## config.mk

```make
export PLATFORM = sky130hd
export DESIGN_NAME = ab_auto_solver_flat
export DESIGN_NICKNAME = d
export VERILOG_FILES = /design/src/rtl/ab_pkg.sv /design/src/rtl/ab_auto_solver_if.sv /design/src/rtl/ab_score.sv /design/src/rtl/ab_auto_solver.sv /design/src/flat_wrapper.sv
export SDC_FILE = /design/constraint.sdc
export NUM_CORES = 1
export LEC_CHECK = 0
export CAP_MARGIN = 25
export CORE_MARGIN = 4
export CORE_UTILIZATION = 35
export DETAILED_ROUTE_END_ITERATION = 7
export REMOVE_ABC_BUFFERS = 1
export SLEW_MARGIN = 20
export SYNTH_ARGS = -nofsm -noshare
export SYNTH_HDL_FRONTEND = slang
export SYNTH_HIERARCHICAL = 1
export SYNTH_SLANG_ARGS = --single-unit
```

## constraint.sdc

```tcl
create_clock -name CLK -period 9 [get_ports CLK]
set_input_delay 1.8 -clock CLK [delete_from_list [all_inputs] [get_ports CLK]]
set_output_delay 1.8 -clock CLK [all_outputs]
set_load 0.03 [all_outputs]
```

## src/rtl/ab_pkg.sv

```systemverilog
// Shared types and constants for the 1A2B auto-solver and its judge.
// No logic; the candidate range below bounds the whole search.
// Candidates are 4-digit BCD codes with distinct digits.
package ab_pkg;

  localparam int DIGIT_W = 4;

  localparam logic [15:0] FIRST_CAND = 16'h0123;
  localparam logic [15:0] LAST_CAND  = 16'h9876;

  typedef enum logic [2:0] {
    S_IDLE,
    S_EMIT,
    S_WAIT_FB,
    S_STEP,
    S_CHECK,
    S_DONE,
    S_FAIL
  } state_e;

endpackage

```

## src/rtl/ab_auto_solver_if.sv

```systemverilog
// Guess/score link between the solver (master) and the game judge (slave).
// A guess is held valid until the judge returns a one-cycle score pulse.
// There is no other flow control; the judge may answer at any time.
interface ab_auto_solver_if;

  logic [15:0] guess;
  logic        guess_valid;
  logic        fb_valid;
  logic [3:0]  fb_a;
  logic [3:0]  fb_b;

  modport master (
    output guess,
    output guess_valid,
    input  fb_valid,
    input  fb_a,
    input  fb_b
  );

  modport slave (
    input  guess,
    input  guess_valid,
    output fb_valid,
    output fb_a,
    output fb_b
  );

endinterface

```

## src/rtl/ab_score.sv

```systemverilog
// Scores a candidate against a reference guess: A = same digit, same place,
// B = same digit, different place. Purely combinational, zero latency.
// No handshake; inputs are assumed to hold 4 distinct BCD digits each.
module ab_score
  import ab_pkg::*;
(
  input  logic [15:0] cand_i,
  input  logic [15:0] ref_i,
  output logic [2:0]  a_o,
  output logic [2:0]  b_o
);

  // Compare every reference digit against every candidate digit.
  always_comb begin
    a_o = '0;
    b_o = '0;
    for (int j = 0; j < 4; j++) begin
      for (int k = 0; k < 4; k++) begin
        if (ref_i[j*DIGIT_W +: DIGIT_W] == cand_i[k*DIGIT_W +: DIGIT_W]) begin
          if (j == k) a_o = a_o + 3'd1;
          else        b_o = b_o + 3'd1;
        end
      end
    end
  end

endmodule

```

## src/rtl/ab_auto_solver.sv

```systemverilog
// 1A2B player: guesses the smallest candidate consistent with all past scores.
// First guess two cycles after start; later guesses after a scan of STEP/CHECK cycles.
// Guess is held valid until the judge scores it; scores outside WAIT_FB are dropped.
module ab_auto_solver
  import ab_pkg::*;
#(
  parameter int MAX_TRY = 10
) (
  input  logic             CLK,
  input  logic             rst,
  input  logic             start,
  ab_auto_solver_if.master bus,
  output logic [3:0]       try_cnt,
  output logic             busy,
  output logic             solved,
  output logic             fail
);

  localparam logic [3:0] MAX_N = 4'(MAX_TRY);

  state_e      state_q, state_d;
  logic [15:0] cand_q, cand_d, cand_inc;
  logic [15:0] guess_q, guess_d;
  logic        guess_valid_q, guess_valid_d;
  logic [3:0]  try_q, try_d;
  logic [3:0]  n_q, n_d;
  logic [3:0]  idx_q, idx_d;
  logic        solved_q, solved_d;
  logic        fail_q, fail_d;
  logic        hist_we;

  // History is sized to the full 4-bit index range so any idx/n value is a
  // legal address; only the first MAX_TRY slots are ever written.
  logic [15:0] hist_g_q [16];
  logic [3:0]  hist_a_q [16];
  logic [3:0]  hist_b_q [16];

  logic [2:0]  sc_a, sc_b;
  logic        sc_match;

  function automatic logic distinct(input logic [15:0] c);
    return (c[15:12] != c[11:8]) && (c[15:12] != c[7:4]) && (c[15:12] != c[3:0]) &&
           (c[11:8]  != c[7:4])  && (c[11:8]  != c[3:0]) && (c[7:4]   != c[3:0]);
  endfunction

  function automatic logic [15:0] bcd_inc(input logic [15:0] c);
    logic [15:0] r;
    logic        carry;
    r     = c;
    carry = 1'b1;
    for (int d = 0; d < 4; d++) begin
      if (carry) begin
        if (r[d*4 +: 4] == 4'd9) begin
          r[d*4 +: 4] = 4'd0;
        end else begin
          r[d*4 +: 4] = r[d*4 +: 4] + 4'd1;
          carry       = 1'b0;
        end
      end
    end
    return r;
  endfunction

  ab_score u_score (
    .cand_i (cand_q),
    .ref_i  (hist_g_q[idx_q]),
    .a_o    (sc_a),
    .b_o    (sc_b)
  );

  assign sc_match = ({1'b0, sc_a} == hist_a_q[idx_q]) && ({1'b0, sc_b} == hist_b_q[idx_q]);
  assign cand_inc = bcd_inc(cand_q);

  // Next-state and datapath updates for the game sequencer.
  always_comb begin
    state_d       = state_q;
    cand_d        = cand_q;
    guess_d       = guess_q;
    guess_valid_d = guess_valid_q;
    try_d         = try_q;
    n_d           = n_q;
    idx_d         = idx_q;
    solved_d      = solved_q;
    fail_d        = fail_q;
    hist_we       = 1'b0;
    case (state_q)
      S_IDLE, S_DONE, S_FAIL: begin
        if (start) begin
          cand_d   = FIRST_CAND;
          n_d      = 4'd0;
          try_d    = 4'd0;
          solved_d = 1'b0;
          fail_d   = 1'b0;
          state_d  = S_EMIT;
        end
      end
      S_EMIT: begin
        guess_d       = cand_q;
        guess_valid_d = 1'b1;
        try_d         = try_q + 4'd1;
        state_d       = S_WAIT_FB;
      end
      S_WAIT_FB: begin
        if (bus.fb_valid) begin
          hist_we       = 1'b1;
          n_d           = n_q + 4'd1;
          guess_valid_d = 1'b0;
          if (bus.fb_a == 4'd4) begin
            solved_d = 1'b1;
            state_d  = S_DONE;
          end else if (n_q + 4'd1 == MAX_N) begin
            fail_d  = 1'b1;
            state_d = S_FAIL;
          end else begin
            state_d = S_STEP;
          end
        end
      end
      S_STEP: begin
        // The scan only moves upward: everything below was already rejected.
        if (cand_q == LAST_CAND) begin
          fail_d  = 1'b1;
          state_d = S_FAIL;
        end else begin
          cand_d = cand_inc;
          if (distinct(cand_inc)) begin
            idx_d   = 4'd0;
            state_d = S_CHECK;
          end
        end
      end
      S_CHECK: begin
        if (!sc_match)                state_d = S_STEP;
        else if (idx_q == n_q - 4'd1) state_d = S_EMIT;
        else                          idx_d   = idx_q + 4'd1;
      end
      default: state_d = S_IDLE;
    endcase
  end

  // State register.
  always_ff @(posedge CLK) begin
    if (!rst) state_q <= S_IDLE;
    else      state_q <= state_d;
  end

  // Datapath and score history registers.
  always_ff @(posedge CLK) begin
    if (!rst) begin
      cand_q        <= 16'h0000;
      guess_q       <= 16'h0000;
      guess_valid_q <= 1'b0;
      try_q         <= 4'd0;
      n_q           <= 4'd0;
      idx_q         <= 4'd0;
      solved_q      <= 1'b0;
      fail_q        <= 1'b0;
      for (int e = 0; e < 16; e++) begin
        hist_g_q[e] <= 16'h0000;
        hist_a_q[e] <= 4'd0;
        hist_b_q[e] <= 4'd0;
      end
    end else begin
      cand_q        <= cand_d;
      guess_q       <= guess_d;
      guess_valid_q <= guess_valid_d;
      try_q         <= try_d;
      n_q           <= n_d;
      idx_q         <= idx_d;
      solved_q      <= solved_d;
      fail_q        <= fail_d;
      if (hist_we) begin
        hist_g_q[n_q] <= cand_q;
        hist_a_q[n_q] <= bus.fb_a;
        hist_b_q[n_q] <= bus.fb_b;
      end
    end
  end

  assign bus.guess       = guess_q;
  assign bus.guess_valid = guess_valid_q;
  assign try_cnt         = try_q;
  assign solved          = solved_q;
  assign fail            = fail_q;
  assign busy            = (state_q != S_IDLE) && (state_q != S_DONE) && (state_q != S_FAIL);

endmodule

```

## src/flat_wrapper.sv

```systemverilog
// flat-port wrapper written by rule: the top's interface ports become plain ports
module ab_auto_solver_flat import ab_pkg::*;
#(
  parameter int MAX_TRY = 10
)
  (CLK, rst, start, try_cnt, busy, solved, fail, bus_guess, bus_guess_valid, bus_fb_valid, bus_fb_a, bus_fb_b);
  ab_auto_solver_if bus_i ();
  input  logic CLK;
  input  logic rst;
  input  logic start;
  output logic [3:0] try_cnt;
  output logic busy;
  output logic solved;
  output logic fail;
  output wire logic [$bits(bus_i.guess)-1:0] bus_guess;
  output wire logic [$bits(bus_i.guess_valid)-1:0] bus_guess_valid;
  input wire logic [$bits(bus_i.fb_valid)-1:0] bus_fb_valid;
  input wire logic [$bits(bus_i.fb_a)-1:0] bus_fb_a;
  input wire logic [$bits(bus_i.fb_b)-1:0] bus_fb_b;
  assign bus_guess = bus_i.guess;
  assign bus_guess_valid = bus_i.guess_valid;
  assign bus_i.fb_valid = bus_fb_valid;
  assign bus_i.fb_a = bus_fb_a;
  assign bus_i.fb_b = bus_fb_b;
  ab_auto_solver #(.MAX_TRY(MAX_TRY)) u_core (.CLK(CLK), .rst(rst), .start(start), .bus(bus_i), .try_cnt(try_cnt), .busy(busy), .solved(solved), .fail(fail));
endmodule
```

; After elaboration in Yosys (flattened, before gate mapping)
; Memory sizes are Yosys's and may differ from the RTL's. A register that Yosys moved wholly into a read port is not among the register bits.
; Index checks and enable logic that the tools add are counted.
[classes]
n_addsub = 22
shifts = 0
n_div = 0
multipliers = 0
order_cmp = 0
eq_ne = 52
bitwise = 0
n_reduce_logical = 28
n_mux = 81
[ops]
columns = op, n
row1 = $mux W4, 24
row2 = $eq A4 B4 Y1, 17
row3 = $mux W3, 22
row4 = $mux W16, 3
row5 = $add A3 B1 Y3 const B, 14
row6 = $pmux W16 S2, 1
row7 = $add A4 B1 Y4 const B, 7
row8 = $mux W1, 24
row9 = $ne A4 B4 Y1, 6
row10 = $pmux W4 S2, 3
row11 = $eq A4 B4 Y1 const B, 5
row12 = $eq A16 B16 Y1 const B, 1
row13 = $reduce_or A16 Y1, 1
row14 = $pmux W3 S5, 1
row15 = $ne A2 B1 Y1 const B, 5
row16 = $ne A2 B2 Y1 const B, 5
row17 = $reduce_bool A2 Y1, 5
row18 = $eq A3 B3 Y1 const B, 3
row19 = $ne A3 B3 Y1 const B, 3
row20 = $eq A3 B4 Y1, 2
row21 = $logic_and A1 B1 Y1, 8
row22 = $reduce_and A4 Y1, 2
row23 = $reduce_or A4 Y1, 2
row24 = $eq A3 B2 Y1 const B, 2
row25 = other kinds (13), 17
[totals]
out_inout_bits = 24
latch_bits = 0
register_bits = 50
ram_bits = 384
memories = 3
inputBits = 12
romBits = 0
[mem_list]
columns = name, depth, width, read_ports, rd_clocked_by_memory_dff, wr, line
row1 = u_core.hist_g_q, 16, 16, 1, 1, 16, ab_auto_solver.sv:34  ; logic [15:0] hist_g_q [16];
row2 = u_core.hist_a_q, 16, 4, 1, 1, 16, ab_auto_solver.sv:35  ; logic [3:0] hist_a_q [16];
row3 = u_core.hist_b_q, 16, 4, 1, 1, 16, ab_auto_solver.sv:36  ; logic [3:0] hist_b_q [16];

; Logic depth before layout (Yosys ltp)
[depth]
ltp_word = 30
ltp_mapped = 47
ltp_nobuf = 42

; Modules after synthesis
; The synthesis kept the hierarchy.
[modules_own_cells]
columns = mod, cells_per_inst, area_per_inst_um2, seq_area_each_um2, n_inst
row1 = ab_auto_solver, 1499, 20558.5, 12612.1, 1
row2 = ab_score, 163, 1410.1, 0.0, 1

; Worst setup path before layout
; OpenSTA, ideal clock, no wires.
[synth_path]
path_kind = register -> register
startpoint = register (tool-made name)
endpoint = register (tool-made name)
setup_ns = 0.116
path_slack_ns = -0.544
arrival_ns = 9.429
stages_incl_launch_ff = 44
cell_sequence = dfxtp_1 > buf_2 > buf_6 > buf_2 > buf_1 > mux4_2 > mux4_2 > xor2_1 > nor4_4 > mux2_2 > inv_1 > ha_1 > nand2_1 > o21ai_0 > ha_1 > inv_1 > a21boi_0 > ha_1 > [8 not listed] > nand2_1 > o31ai_1 > ha_1 > a21oi_1 > o21ai_1 > ha_1 > mux2_2 > ha_1 > nand2_1 > xor2_1 > xnor2_1 > xnor2_1 > xnor2_1 > xnor2_1 > nand4_1 > nor4_4 > xor2_1 > and3_1

==> impl_metrics.ini <==
[global_route]
grt_pass1_wl_um = 89300
grt.total_usage = 0.175
grt_max_degree = 47
antenna_found_initial = 1
grt_pass1_vias = 14100
gr-total-overflow = 0

[setup_path]
critPathCaptureType = flip-flop
crit_required_ns = 9.47
cp_slowest_cell = mux4_2
criticalPathCategory = flip-flop to flip-flop
slowest_delay_ns = 0.60
start_kind = flip-flop
cp.arrival_ns = 9.16
critPathMaxFanout = 8
cpMostUsedCell = ha_1

[yosys]
synthFlopType = edfxtp_1
ys_seq_elements = 438
yosysWarnings = 6
synthTopCellsByCount = edfxtp_1, and2_1, mux4_2
async_flop_share = 0
synth_edf_count = 384
synth_cells = 1662
synth_most_common_cell = edfxtp_1
synthDistinctLibCells = 77
avgSynthCellArea_um2 = 13.2
synth_area_leaders = edfxtp_1, mux4_2, and2_1, dfxtp_1, xor2_1
syn-cell-area_um2 = 22000
ys_seq_area_frac = 0.574
netlist.area_leader.share = 0.525
netlist.top_cell.by_area = edfxtp_1

[sta]
fmax_mhz = 115
timing.final.crit_share = 0.966
holdWs_ns = 0.455
hold_violations = 0
min_period_ns = 8.69
skew_ns = 0.0314
tns_ns = 0
slew_violations = 0
slew_headroom = 0.289
layout_setup_ws_ns = 0.307
rsz0062_at_grt = yes
finalSetupViolations = 0
tightest_slew_ns = 1.06

[flow_run]
drv_cap = 0

[routing]
drt-total-wl_um = 59300
post_drt_wl_per_cell_um = 23.1
vias_per_cell = 5.42
vias = 13900
drt_iter0_drc = 1324
drc_errors = 0
firstDrtPassIters = 6
drtAntennaViolNets = 0

[clock_network]
cts.path.max_buffers = 3
cts.sinks = 438
cts.hold.buffers_added = 0
clk_pin_slew_ns = 0.06
root_buffer = clkbuf_16
cts_tree = yes
insertion_delay_ns = 0.59
numCtsBuffers = 44
htree_levels = 2

[floorplanning]
die_y_um = 259
die_area_um2 = 66800
pin_count = 36
start_util = 0.355
die_w_um = 259
row_count = 91
coreArea_um2 = 61900

[pwr]
p_int_mw = 3.79
powerDensity_nw_per_um2 = 208
p_total_mw = 5.26
seqPwrFrac = 0.445
irDropWorstVdd_mv = 0.123
p_switching_mw = 1.47
leakage_nw = 8.60
clock_power_share = 0.342
power.share.switching = 0.280
power_frac_comb = 0.212

[finish]
diodes = 0
nets = 1734
design_area_um2 = 25200
stdcell_count = 2569
n_fill_cell = 5702
drive_gt1_frac = 0.194
final_util = 0.407
syn2layout_area_growth_pct = 14.8

[place]
gp_congestion = 0.847
dpl_cell_area_um2 = 23500
hpwlAfterDp_um = 37000
dp_cells = 2472
io_buffers = 35
dpl_worst_slack_ns = 0.0918

[hold_path]
hold_class = flip-flop to flip-flop

[status]
run_status = finished, final reports clean
==> what timing repair did <==
item,in CTS,in global routing
setup buffers,0,15
endpoints found under the setup margin,1,11
pin swaps,1,28
resized for setup,0,35
endpoints found under the hold margin,0,0
gates cloned,0,1
==> state kept, by name, summed over array words and instances (netlist names), 3 cells and up, named ones only <==
register	flops
u_core/bus.guess	16
u_core/cand_q	16
u_core/hist_a_q	64
u_core/hist_b_q	64
u_core/hist_g_q	256
u_core/idx_q	4
u_core/n_q	4
u_core/state_q	3
u_core/try_cnt	4
==> metal layers <==
metal | global-route usage | up-vias | share of wire
met5 | 0 | - | 0
met4 | 0.0648 | 0 | 0.036
met3 | 0.0314 | 119 | 0.068
met2 | 0.289 | 460 | 0.48
met1 | 0.233 | 7149 | 0.41
li1 | - | 6202 | -
==> placed cells by master, fill, tap and decap left out, drive strengths merged, types with 42 or more instances in the layout <==
cell type / instances
clkbuf: 53
buf: 87
a21oi: 50
nor2: 68
edfxtp: 384
dfxtp: 54
xnor2: 52
xor2: 73
nor4: 42
and2: 294
nand2: 71
nor3: 89
mux4: 108
==> power groups by stage <==
stage               registers [mW]  clock network [mW]  logic (mW)
floorplan                     2.42                   0       0.648
global placement              2.38                   0       0.968
detailed placement            2.39                   0       0.987
CTS                           2.34                1.84       0.997
global route                  2.35                1.91        1.21
finish                        2.34                1.80        1.12
==> kinds of logic after synthesis <==
kind of cell             share of synthesized area
AND/OR/NAND/NOR                              0.168
flip-flops                                   0.574
buffers and inverters                       0.0276
AO/OA/AOI/OAI                               0.0391
multiplexers                                 0.123
XOR/XNOR                                    0.0538
adder cells (fa/ha/maj)                     0.0142
==> worst paths after layout <==
check	from	slack [ns]	to	depth (start not counted)
worst min-delay path	u_core/bus.guess[10]$_SDFFE_PN0P_	0.46	u_core/bus.guess[10]$_SDFFE_PN0P_	2
worst min register to register	u_core/bus.guess[10]$_SDFFE_PN0P_	0.46	u_core/bus.guess[10]$_SDFFE_PN0P_	2
worst max-delay path	flip-flop	0.31	u_core/state_q[1]$_SDFFE_PN0P_	42
worst max register to register	flip-flop	0.31	u_core/state_q[1]$_SDFFE_PN0P_	42
==> area by class of cell <==
class	count	area, um2	share of cell area
inverter	21	81.3	0.00322
sequential	438	12600	0.500
tap	837	1050	0.0415
multi-input combinational	1069	9020	0.358
timing repair buffer	123	1060	0.0419
clock buffer	52	1150	0.0457
clock inverter	29	243	0.00962
==> worst max-delay path: cells and delay by family, from the launching register on <==
| kind | cells | cell delay, ns |
|---|---|---|
| compound gates | 8 | 1.17 |
| xor+xnor | 7 | 1.16 |
| fa+ha+maj | 10 | 2.70 |
| buf+inv | 4 | 0.51 |
| flops | 1 | 0.45 |
| mux | 4 | 1.55 |
| simple gates | 9 | 1.01 |
Power figures use the tool's default switching activity.
